<file path="src/rtl/fma_pkg.sv">
// Shared constants and types for the FMA issue controller.
package fma_pkg;

  localparam int unsigned WIDTH     = 32;
  localparam int unsigned EXP_WIDTH = 8;
  localparam int unsigned SIG_WIDTH = 23;

  // Rounding-mode encodings; both 10 and 11 select round-to-nearest-even.
  localparam logic [1:0] RND_RZ  = 2'b00;
  localparam logic [1:0] RND_RN  = 2'b01;
  localparam logic [1:0] RND_RNE = 2'b10;

  // Bit positions inside the 3-bit {nan, inf, zero} flag vector.
  localparam int unsigned FLAG_NAN  = 2;
  localparam int unsigned FLAG_INF  = 1;
  localparam int unsigned FLAG_ZERO = 0;

  localparam logic [WIDTH-1:0] code_NaN  = 32'h7FC0_0000;
  localparam logic [WIDTH-1:0] code_PINF = 32'h7F80_0000;
  localparam logic [WIDTH-1:0] code_NINF = 32'hFF80_0000;

  typedef enum logic [0:0] {
    OpEmpty,
    OpHeld
  } op_state_e;

endpackage

</file>
<file path="src/rtl/fma_result_fifo.sv">
// In-order result buffer; pointers wrap modulo DEPTH, synchronous clear.
module fma_result_fifo #(
  parameter int unsigned DEPTH = 2,
  parameter int unsigned DW    = 8
) (
  input  logic                         i_clk,
  input  logic                         i_rst,
  input  logic                         i_clr,
  input  logic                         i_push,
  input  logic [DW-1:0]                i_wdata,
  input  logic                         i_pop,
  output logic [DW-1:0]                o_rdata,
  output logic [$clog2(DEPTH+1)-1:0]   o_count
);

  localparam int unsigned PW = (DEPTH > 1) ? $clog2(DEPTH) : 1;
  localparam int unsigned CW = $clog2(DEPTH+1);

  logic [DW-1:0] r_mem [DEPTH];
  logic [PW-1:0] r_wptr, r_rptr;
  logic [PW-1:0] w_wptr_nxt, w_rptr_nxt;
  logic [CW-1:0] r_count;
  logic          w_push, w_pop;

  // Guard against overflow/underflow; a push into a full buffer is legal only alongside a pop.
  always_comb begin
    w_pop      = i_pop & (r_count != '0);
    w_push     = i_push & ((r_count != CW'(DEPTH)) | w_pop);
    w_wptr_nxt = (r_wptr == PW'(DEPTH-1)) ? '0 : r_wptr + PW'(1);
    w_rptr_nxt = (r_rptr == PW'(DEPTH-1)) ? '0 : r_rptr + PW'(1);
  end

  // Pointer and occupancy state.
  always_ff @(posedge i_clk) begin
    if (i_rst || i_clr) begin
      r_wptr  <= '0;
      r_rptr  <= '0;
      r_count <= '0;
    end else begin
      if (w_push) r_wptr <= w_wptr_nxt;
      if (w_pop)  r_rptr <= w_rptr_nxt;
      if (w_push && !w_pop)      r_count <= r_count + CW'(1);
      else if (w_pop && !w_push) r_count <= r_count - CW'(1);
    end
  end

  // Payload storage; contents are only observed through a valid head.
  always_ff @(posedge i_clk) begin
    if (w_push) r_mem[r_wptr] <= i_wdata;
  end

  assign o_rdata = r_mem[r_rptr];
  assign o_count = r_count;

endmodule

</file>
<file path="src/rtl/fma_issue_ctrl.sv">
// Issue controller for an external registered FMA core: one op slot, fixed
// two-cycle issue-to-capture latency, and an in-order result buffer.
module fma_issue_ctrl #(
  parameter int unsigned WIDTH = 32,
  parameter int unsigned TAG_W = 4,
  parameter int unsigned DEPTH = 2
) (
  input  logic             clk,
  input  logic             RST,
  input  logic             in_valid,
  output logic             in_ready,
  input  logic [WIDTH-1:0] in_a,
  input  logic [WIDTH-1:0] in_b,
  input  logic [WIDTH-1:0] in_c,
  input  logic [1:0]       in_rnd,
  input  logic [TAG_W-1:0] in_tag,
  input  logic             flush,
  output logic [WIDTH-1:0] fma_a,
  output logic [WIDTH-1:0] fma_b,
  output logic [WIDTH-1:0] fma_c,
  output logic [1:0]       fma_rnd,
  output logic             fma_enable,
  input  logic [WIDTH-1:0] fma_out,
  output logic             out_valid,
  input  logic             out_ready,
  output logic [WIDTH-1:0] out_result,
  output logic [TAG_W-1:0] out_tag,
  output logic [2:0]       out_flags,
  output logic             busy
);
  import fma_pkg::*;

  localparam int unsigned CW = $clog2(DEPTH+1);
  localparam int unsigned DW = WIDTH + TAG_W + 3;
  localparam logic [CW:0] DEPTH_W = (CW+1)'(DEPTH);

  op_state_e            r_state, w_state_d;
  logic                 w_op_valid;
  logic [WIDTH-1:0]     r_op_a, r_op_b, r_op_c;
  logic [1:0]           r_op_rnd;
  logic [TAG_W-1:0]     r_op_tag;
  logic                 r_inflight;
  logic [TAG_W-1:0]     r_inf_tag;
  logic                 w_accept, w_issue, w_pop, w_push, w_out_valid;
  logic [CW-1:0]        w_count;
  logic [CW:0]          w_occ;
  logic [EXP_WIDTH-1:0] w_exp;
  logic [WIDTH-EXP_WIDTH-2:0] w_man;
  logic [2:0]           w_flags;
  logic [DW-1:0]        w_wdata, w_rdata;

  assign w_op_valid  = (r_state == OpHeld);
  assign w_out_valid = (w_count != '0);
  assign w_pop       = w_out_valid & out_ready;

  // Issue only if the result is guaranteed a buffer slot once it lands.
  always_comb begin
    w_occ    = {1'b0, w_count} + {{CW{1'b0}}, r_inflight} - {{CW{1'b0}}, w_pop};
    w_issue  = w_op_valid & ~flush & ~RST & (w_occ < DEPTH_W);
    in_ready = ~RST & ~flush & (~w_op_valid | w_issue);
    w_accept = in_valid & in_ready;
  end

  // Op-slot next state: refill on issue+accept keeps the slot held.
  always_comb begin
    w_state_d = r_state;
    case (r_state)
      OpEmpty: if (w_accept) w_state_d = OpHeld;
      OpHeld:  if (w_issue && !w_accept) w_state_d = OpEmpty;
      default: w_state_d = OpEmpty;
    endcase
    if (flush) w_state_d = OpEmpty;
  end

  // Op-slot state register.
  always_ff @(posedge clk) begin
    if (RST) r_state <= OpEmpty;
    else     r_state <= w_state_d;
  end

  // Op payload register, loaded on accept.
  always_ff @(posedge clk) begin
    if (RST) begin
      r_op_a   <= '0;
      r_op_b   <= '0;
      r_op_c   <= '0;
      r_op_rnd <= '0;
      r_op_tag <= '0;
    end else if (w_accept) begin
      r_op_a   <= in_a;
      r_op_b   <= in_b;
      r_op_c   <= in_c;
      r_op_rnd <= in_rnd;
      r_op_tag <= in_tag;
    end
  end

  // Tracks the op whose result the core presents on the next edge.
  always_ff @(posedge clk) begin
    if (RST || flush) begin
      r_inflight <= 1'b0;
      r_inf_tag  <= '0;
    end else begin
      r_inflight <= w_issue;
      if (w_issue) r_inf_tag <= r_op_tag;
    end
  end

  // Classify the core result as it is captured.
  always_comb begin
    w_exp              = fma_out[WIDTH-2 -: EXP_WIDTH];
    w_man              = fma_out[WIDTH-EXP_WIDTH-2:0];
    w_flags            = '0;
    w_flags[FLAG_NAN]  = (&w_exp) & (|w_man);
    w_flags[FLAG_INF]  = (&w_exp) & ~(|w_man);
    w_flags[FLAG_ZERO] = ~(|fma_out[WIDTH-2:0]);
  end

  assign w_push  = r_inflight & ~flush;
  assign w_wdata = {r_inf_tag, w_flags, fma_out};

  fma_result_fifo #(
    .DEPTH (DEPTH),
    .DW    (DW)
  ) u_result_fifo (
    .i_clk   (clk),
    .i_rst   (RST),
    .i_clr   (flush),
    .i_push  (w_push),
    .i_wdata (w_wdata),
    .i_pop   (w_pop),
    .o_rdata (w_rdata),
    .o_count (w_count)
  );

  // Head drives the outputs; zeroed when empty so stale entries never leak.
  always_comb begin
    out_valid                        = w_out_valid;
    {out_tag, out_flags, out_result} = w_out_valid ? w_rdata : '0;
    busy                             = w_op_valid | r_inflight | w_out_valid;
    fma_a                            = r_op_a;
    fma_b                            = r_op_b;
    fma_c                            = r_op_c;
    fma_rnd                          = r_op_rnd;
    fma_enable                       = w_issue;
  end

endmodule
</file>
<file path="config.mk">
export PLATFORM = sky130hd
export DESIGN_NAME = fma_issue_ctrl
export DESIGN_NICKNAME = d
export VERILOG_FILES = /design/src/rtl/fma_pkg.sv /design/src/rtl/fma_result_fifo.sv /design/src/rtl/fma_issue_ctrl.sv
export SDC_FILE = /design/constraint.sdc
export NUM_CORES = 1
export LEC_CHECK = 0
export ABC_AREA = 1
export CORE_MARGIN = 4
export CORE_UTILIZATION = 35
export DETAILED_ROUTE_END_ITERATION = 8
export PLACE_DENSITY = 0.65
export SLEW_MARGIN = 40
export SYNTH_ARGS = -nofsm -noshare
export SYNTH_HDL_FRONTEND = slang
export SYNTH_SLANG_ARGS = --single-unit
export TNS_END_PERCENT = 100
</file>
<file path="constraint.sdc">
create_clock -name clk -period 3.32 [get_ports clk]
set_input_delay 0.664 -clock clk [delete_from_list [all_inputs] [get_ports clk]]
set_output_delay 0.664 -clock clk [all_outputs]
set_load 0.005 [all_outputs]
</file>
=== After elaboration in Yosys (flattened, before gate mapping) ===
Memories as Yosys holds them, arrays and structs flattened. A register that Yosys moved wholly into a read port is not among the register bits.
Cells that the tools add are included.

* RAM bits: 78
* Word-level logic and storage cells: 66
* Input bits: 139
* Output and inout bits: 141
* Register bits after elaboration: 112
* ROM bits: 0
* Bits in latches: 0
* Memories kept: 1

* $mul: 0
* $add $sub $neg: 6
* Mux-type cells: 12
* Div/mod/pow operators: 0
* Shift-type cells: 0
* Order comparisons: 1
* Reduce and logical (&&, ||, !) cells: 13
* Eq/ne operators: 1
* Bitwise logic cells: 21

{| class="wikitable"
|+ Memory list
! name !! words !! bits a word !! rd ports !! clocked after Yosys merged registers in !! write ports !! RTL line !! source
|-
| u_result_fifo.r_mem || 2 || 39 || 1 || 1 || 1 || fma_result_fifo.sv:19 || <nowiki>logic [DW-1:0] r_mem [DEPTH];</nowiki>
|}

{| class="wikitable"
|+ Operator list
! cell !! number
|-
| two-way mux 39 bit || 1
|-
| OR reduction 31 bit || 1
|-
| OR reduction 23 bit || 1
|-
| AND 1 bit || 12
|-
| two-way mux 1 bit || 8
|-
| AND reduction 8 bit || 1
|-
| inverter 1 bit || 5
|-
| two-way mux 2 bit || 2
|-
| bitwise OR 1 bit || 4
|-
| nonzero test 2 bit || 2
|-
| adder 2 x 1 -> 3 bit || 1
|-
| logical AND 1 bit || 3
|-
| zero test 1 bit || 3
|-
| less-than comparator 3 x 2 -> 1 bit, second input constant || 1
|-
| subtractor 3 x 1 -> 3 bit || 1
|-
| adder 1 bit, second input constant || 2
|-
| adder 2 x 1 -> 2 bit, second input constant || 1
|-
| inequality test 2 bit, second input constant || 1
|-
| case mux 1 bit (2 select lines) || 1
|-
| OR reduction 2 bit || 1
|-
| subtractor 2 x 1 -> 2 bit, second input constant || 1
|-
| logical OR 1 bit || 1
|}

=== Longest topological paths before layout ===
Gate-level depths: netlist of run 1.

* Depth after elaboration: 12
* Gate-level depth with buffers: 17
* Depth with buffers taken out: 15

=== By module ===
Synthesis of run 1 repeated with hierarchy kept, for this count alone.

* Cell total of the unflattened synthesis: 1186
* Area, all modules: 9120.0 µm²

{| class="wikitable"
|+ Modules (own cells, without submodules)
! module !! times used !! seq. area each (µm²) !! area an instance (µm²) !! cells each
|-
| fma_issue_ctrl || 1 || 2162.1 || 6013.3 || 1028
|-
| fma_result_fifo || 1 || 2442.3 || 3106.7 || 158
|}

=== Least setup slack after synthesis of run 1 ===
OpenSTA, ideal clock, no wires.

* Path type: input to register
* Start: input out_ready
* End: memory u_result_fifo.r_mem[1][0] (netlist name), enable pin
* Data arrival time: 2550 ps
* Slack: 333 ps
* Stages: 4
* Required time: 2883 ps
* Path buffers: 0
* Library setup time: 437 ps
* Path through: inv_1 -> nand3_1 -> nand3_1 -> nor2_1

* Longest elaborated chain between the ends: 6

{| class="wikitable"
|+ RTL lines
! element !! RTL line !! source
|-
| start, declared || fma_issue_ctrl.sv:25 || <nowiki>input logic out_ready,</nowiki>
|-
| AND 1 bit || fma_issue_ctrl.sv:54 || <nowiki>assign w_pop = w_out_valid & out_ready;</nowiki>
|-
| AND 1 bit || fma_result_fifo.sv:27 || <nowiki>w_pop = i_pop & (r_count != '0);</nowiki>
|-
| bitwise OR 1 bit || fma_result_fifo.sv:28 || <nowiki>w_push = i_push & ((r_count != CW'(DEPTH)) | w_pop);</nowiki>
|-
| AND 1 bit || fma_result_fifo.sv:28 ||
|-
| two-way mux 1 bit || fma_result_fifo.sv:49 || <nowiki>if (w_push) r_mem[r_wptr] <= i_wdata;</nowiki>
|-
| two-way mux 1 bit (not written as such) || fma_result_fifo.sv:49 ||
|-
| end, declared || fma_result_fifo.sv:19 ||
|}

No other way between the ends.

=== Worst setup path in the final report of run 1 ===
* Start: input out_ready
* End: output in_ready

* Longest elaborated chain between the ends: 6

{| class="wikitable"
|+ RTL lines
! element !! RTL line !! source
|-
| AND 1 bit || fma_issue_ctrl.sv:54 ||
|-
| subtractor 3 x 1 -> 3 bit || fma_issue_ctrl.sv:58 || <nowiki>w_occ = {1'b0, w_count} + {{CW{1'b0}}, r_inflight} - {{CW{1'b0}}, w_pop};</nowiki>
|-
| less-than comparator 3 x 2 -> 1 bit || fma_issue_ctrl.sv:59 || <nowiki>w_issue = w_op_valid & ~flush & ~RST & (w_occ < DEPTH_W);</nowiki>
|-
| AND 1 bit || fma_issue_ctrl.sv:59 ||
|-
| bitwise OR 1 bit || fma_issue_ctrl.sv:60 || <nowiki>in_ready = ~RST & ~flush & (~w_op_valid | w_issue);</nowiki>
|-
| AND 1 bit || fma_issue_ctrl.sv:60 ||
|-
| end, declared || fma_issue_ctrl.sv:11 || <nowiki>output logic in_ready,</nowiki>
|}

No other way between the ends.

==> flow_summary.ini, run 1 <==
[synth]
synth_top_area_share_pct = 26.9
synthesis.area_sq_um = 8720
synth_edf_count = 78
synth_area_per_cell_sq_um = 7.40
synthArstFlopShare_pct = 0
ys_top_cells_by_count = inv_1 (323), nand2_1 (298), nor2_1 (121)
synth.most_common_cell = inv_1
netlist_instances = 1178
ys_ff_latch = 191
synth_top_cell_by_area = edfxtp_1
synth.distinct_cells = 19
synth.net_count = 1320
ys_seq_area_share_pct = 52.8
synth_area_leaders = edfxtp_1 (27%), dfxtp_1 (26%), inv_1 (14%), nand2_1 (13%), nand4_1 (7.5%)
yosysWarningCount = 0
synth-main-ff-cell = dfxtp_1

[global_routing]
grt_pass1_wl_mm = 38.6
gr-total-overflow = 0
antenna_found_initial = 2
grt.total_usage_pct = 17.1
grt_max_degree = 76
grt_pass1_vias = 7330

[sta]
tns_ns = 0
max_freq_mhz = 315
finalHoldViolations = 0
drv_slew = 0
setup_viol = 0
worstMarginPinSlew_ns = 0.838
fin_skew_ns = 0.0135
relSlewSlack_pct = 44.1
min_period_ns = 3.18
finalCritPeriodShare_pct = 95.7

[min_path]
worstHoldEndpoint = u_result_fifo.r_mem[0][38]
min-delay-start = r_inf_tag[3]
holdPathStages = 0
hp-class = reg2reg

[clock_network]
root_buffer = clkbuf_16
cts_sinks = 191
clock_latency_ns = 0.43
cts.htree.levels = 4
cts_tree = done
numCtsBuffers = 17
clkTransAtPathRegs_ns = 0.07
clockBufferDepth = 2

[job]
max_cap_viol_count = 0

[routing]
wire_per_inst_microns = 13.7
ant_nets = 0
wl_met1_mm = 10.4
routed_via_density = 4.35
wl_mm = 24.4
wl_met3_mm = 2.38
dr_total_vias = 7722
drtIter0Drc = 399
dr.pass1.iters = 6
routed.top_layer = met5
drc = 0
wl_met2_mm = 11.2

[cells_and_area]
antennaDiodeCount = 0
nets = 1579
drive_above_1_share_pct = 4.97
syn2layout_area_growth_pct = 44.0

[setup_path]
crit_slowest_cell = fa_1
cp.required_ns = 2.66
critical_path_class = in2out
critPathMaxFanout = 4
cpPeakStageDelay_ns = 0.49
r2r_slack_ns = 0.55
crit_path_start_kind = primary input
r2r_start = u_result_fifo.o_count[1]
cp_common_cell = nand2_1
r2r_end = fma_c[8]
end_kind = output pin
cp_cell_sequence = dlygate4sd2_1 > inv_1 > nor2_2 > ha_1 > inv_1 > nand2_1 > fa_1 > nand2_1 > nor2_1 > nand2_1 > a21oi_1 > buf_2
ff2ff_path_depth = 17
arrival_ns = 2.51

[die]
die_h_microns = 166
die_area_sq_um = 27500
rows = 57
core_area_sq_um = 24400
initial_core_util_pct = 35.8
die_w_microns = 166
io_pins = 280

[power]
switchingPower_mw = 1.32
totalPowerFinal_mw = 5.27
vdd_drop_max_uv = 276
internal-power_mw = 3.95
pwr-share-seq_pct = 48.1
comb_power_share_pct = 12.9
p_per_area_nw_per_um2 = 420
leakage_nw = 5.74
netSwitchingFraction_pct = 25.1
clockPowerShare_pct = 39.0

[placement]
port_buffers = 279
gp_congestion = 0.790
dp_hpwl_mm = 16.9

[status]
status = complete, no violations
==> sequential cells by signal (all words and copies together), names as in the netlist, named ones only <==
| signal | count |
|---|---|
| r_inflight | 1 |
| fma_rnd | 2 |
| u_result_fifo.r_rptr | 1 |
| fma_a | 32 |
| r_state | 1 |
| u_result_fifo.r_mem | 78 |
| fma_b | 32 |
| u_result_fifo.r_wptr | 1 |
| r_inf_tag | 4 |
| fma_c | 32 |
| u_result_fifo.o_count | 2 |
| r_op_tag | 4 |
==> cells in the final DEF, fill, tap and decap left out <==
cell	netlist	routed
inv_1	323	322
nand2_1	298	298
clkdlybuf4s50_1	0	275
nor2_1	121	117
dfxtp_1	113	113
nand4_1	104	104
edfxtp_1	78	78
a21oi_1	49	49
buf_4	0	24
clkbuf_16	0	17
o21ai_0	9	9
buf_12	0	7
inv_8	0	5
inv_6	0	4
nand3_1	3	3
nor4_1	3	3
nor2_2	0	2
nor3_1	2	2
nor2_4	0	2
ha_1	2	2
clkinv_4	0	2
buf_2	18	2
inv_2	1	1
nand2_4	0	1
clkinv_2	0	1
nand3_4	0	1
fa_1	1	1
clkinvlp_2	0	1
clkinv_8	0	1
clkbuf_1	42	1
bufinv_16	0	1
dlygate4sd2_1	0	1
==> layout make-up <==
type                            count  area, sq um
Fill cell                        2343        11800
Sequential cell                   191         4600
Timing Repair Buffer              309         3090
Multi-Input combinational cell    594         2650
Inverter                          324         1220
Clock buffer                       18          429
Tap cell                          324          405
Clock inverter                     14          160
==> critical path, delay by kind of cell <==
family | cells | cell delay (ns)
adders and majority gates | 2 | 0.79
buffers and inverters | 4 | 0.56
and+or+nand+nor | 5 | 0.37
AOI/OAI and AO/OA | 1 | 0.13
==> repair_timing <==
item / CTS / global route
buffers inserted: 2 / 1
pin swaps: 2 / 1
resized for setup: 10 / 0
hold endpoints to repair: 0 / 0
setup endpoints to repair: 2 / 1
hold buffers: 0 / 0
==> per-stage QoR <==
stage	hold slack [ns]	area [sq um]	util [%]	cells	worst slack (ns)
finish	0.452	12600	51.5	1774	0.143
global route	0.466	12600	51.5	1774	-0.0123
CTS	0.453	12600	51.5	1773	0.111
detailed placement	0.433	12000	49.0	1739	-0.574
global placement	0.432	12000	49.0	1739	-0.539
floorplan	0.420	8720	-	1178	0.333
==> routing by layer <==
metal	vias to the layer above	GRT usage, %
li1	4046	-
met1	3423	20.4
met2	226	28.3
met3	23	7.69
met4	4	4.12
met5	-	0
==> logic make-up (layout without fill, tap and decap cells) <==
group | after synthesis | in the layout | synth area share (%)
fa+ha+maj | 3 | 3 | 0.516
flops | 191 | 191 | 52.8
compound gates | 58 | 58 | 3.33
simple gates | 533 | 533 | 26.2
buf+inv | 393 | 665 | 17.2
==> power by group through the flow <==
stage	clock network, mW	logic, mW	registers [mW]
CTS	2.13	0.693	2.54
global route	2.24	0.758	2.54
detailed placement	0	0.688	2.59
finish	2.06	0.682	2.54
global placement	0	0.683	2.59
floorplan	0	0.284	2.59
==> worst max path at each step <==
stage | from | to | slack [ns] | depth (start not counted)
after global routing | out_ready | in_ready | -0.01 | 12
after global placement | out_ready | in_ready | -0.54 | 12
after detailed placement | out_ready | in_ready | -0.57 | 12
after floorplan | out_ready | u_result_fifo.r_mem[1][0] | 0.33 | 4
final | out_ready | in_ready | 0.14 | 12
after CTS | out_ready | in_ready | 0.11 | 12
Note: power is estimated with default switching activity, not from simulation.
==> inputs of run 2 (changes only) <==
Settings changed: CORE_MARGIN 4 to not set.
==> flow_summary.ini, run 2 (synthesized netlist as in run 1, its figures left out) <==
[status]
status = complete, no violations

[routing]
wl_mm = 23.7
drtIter0Drc = 319
dr.pass1.iters = 4
ant_nets = 0
dr_total_vias = 7735
drc = 0
routed_via_density = 4.37
wire_per_inst_microns = 13.4

[setup_path]
end_kind = output pin
arrival_ns = 2.49
crit_path_start_kind = primary input
critPathMaxFanout = 3
cp.required_ns = 2.66
critical_path_class = in2out

[sta]
fin_skew_ns = 0.0137
setup_viol = 0
min_period_ns = 3.15
fin_ws_ns = 0.171
drv_slew = 0
rsz0062_at_grt = false
max_freq_mhz = 318
relSlewSlack_pct = 52.8
worstMarginPinSlew_ns = 0.707
hold_slack_ns = 0.455
finalHoldViolations = 0
finalCritPeriodShare_pct = 94.9

[global_routing]
grtUsageMet2_pct = 31.3
grt_pass1_vias = 7405
grt_use_met1_pct = 22.5
top_usage_layer = met2
grtUsageMet3_pct = 7.25
gr-total-overflow = 0
grt_pass1_wl_mm = 38.3
grt.total_usage_pct = 18.8
antenna_found_initial = 0
grt_max_degree = 67

[cells_and_area]
top_register = u_result_fifo.r_mem
nets = 1576
finalCoreUtilization_pct = 51.5
final_common_cell = inv_1
largest_register_ffs = 78
antennaDiodeCount = 0
fill_cells = 2396
syn2layout_area_growth_pct = 44.2
mostFrequentLayoutCells = inv_1 (321), nand2_1 (298), clkdlybuf4s50_1 (275)
drive_above_1_share_pct = 4.91

[clock_network]
cts_tree = done
root_buffer = clkbuf_16
clkTransAtPathRegs_ns = 0.07
clockBufferDepth = 2
numCtsBuffers = 17
hold_buffers = 0
cts.htree.levels = 4
clock_latency_ns = 0.44
cts_sinks = 191

[die]
core_area_sq_um = 24400
io_pins = 280
initial_core_util_pct = 35.8
die_w_microns = 160
die_h_microns = 160
die_area_sq_um = 25600
rows = 57

[job]
max_cap_viol_count = 0

[power]
vdd_drop_max_uv = 316
p_per_area_nw_per_um2 = 424
leakage_nw = 5.74

[min_path]
hp-class = reg2reg

[placement]
gp_congestion = 0.769
place_ws_ns = -0.636
port_buffers = 279
dp_hpwl_mm = 15.9
-- run 2: cell types whose count changed in the layout (fill, tap and decap cells not counted), sizes merged --
cell / delta
buf: -3
clkinv: +3
clkinvlp: -1
bufinv: -1
inv: -1
-- run 2: worst paths after layout --
check | slack [ns] | endpoint | cells past startpoint | from
setup / recovery | 0.17 | in_ready | 12 | out_ready
hold / removal | 0.46 | u_result_fifo.r_mem[0][35] | 0 | r_inf_tag[0]
setup reg to reg | 0.52 | fma_c[4] | 17 | u_result_fifo.o_count[1]
hold reg to reg | 0.46 | u_result_fifo.r_mem[0][35] | 0 | r_inf_tag[0]
-- run 2: area by class of cell --
type,instances,area (sq um),share of cell area [%]
Timing Repair Buffer,306,3070,24.4
Sequential cell,191,4600,36.6
Tap cell,324,405,3.22
Clock inverter,14,168,1.33
Multi-Input combinational cell,594,2660,21.1
Inverter,324,1220,9.69
Clock buffer,18,450,3.58
-- run 2: per-stage QoR --
step                TNS [ns]  std cells  power, mW  area (sq um)
global placement      -20.12       1737       3.27         11900
global route               0       1771       5.57         12600
detailed placement    -22.63       1737       3.27         11900
CTS                        0       1771       5.41         12600
floorplan                  0       1178       2.88          8720
finish                     0       1771       5.34         12600
-- run 2: report_power, final --
| part | internal [mW] | switching (mW) |
|---|---|---|
| Clock | 1.07 | 1.05 |
| Sequential | 2.50 | 0.0338 |
| Combinational | 0.367 | 0.314 |
| Total | 3.94 | 1.39 |
-- run 2: per-layer routing --
layer	share of wire (%)	wire length, microns
met5	0	0
met2	45	10800
met1	44	10300
met4	1.3	309
met3	9.7	2300
-- run 2: timing repair --
| action | 4_1_cts | 5_1_grt |
|---|---|---|
| setup buffers | 2 | 0 |
| resized for setup | 12 | 0 |
| hold endpoints to repair | 0 | 0 |
| endpoints found under the setup margin | 2 | 0 |
-- run 2: critical path, stage by stage --
cell	delay [ns]
dlygate4sd2_1	0.27
inv_2	0.09
nor2_4	0.04
ha_1	0.28
inv_1	0.05
nand2_1	0.06
fa_1	0.50
nand2_1	0.06
nor2_1	0.10
nand2_1	0.10
a21oi_1	0.13
buf_2	0.14
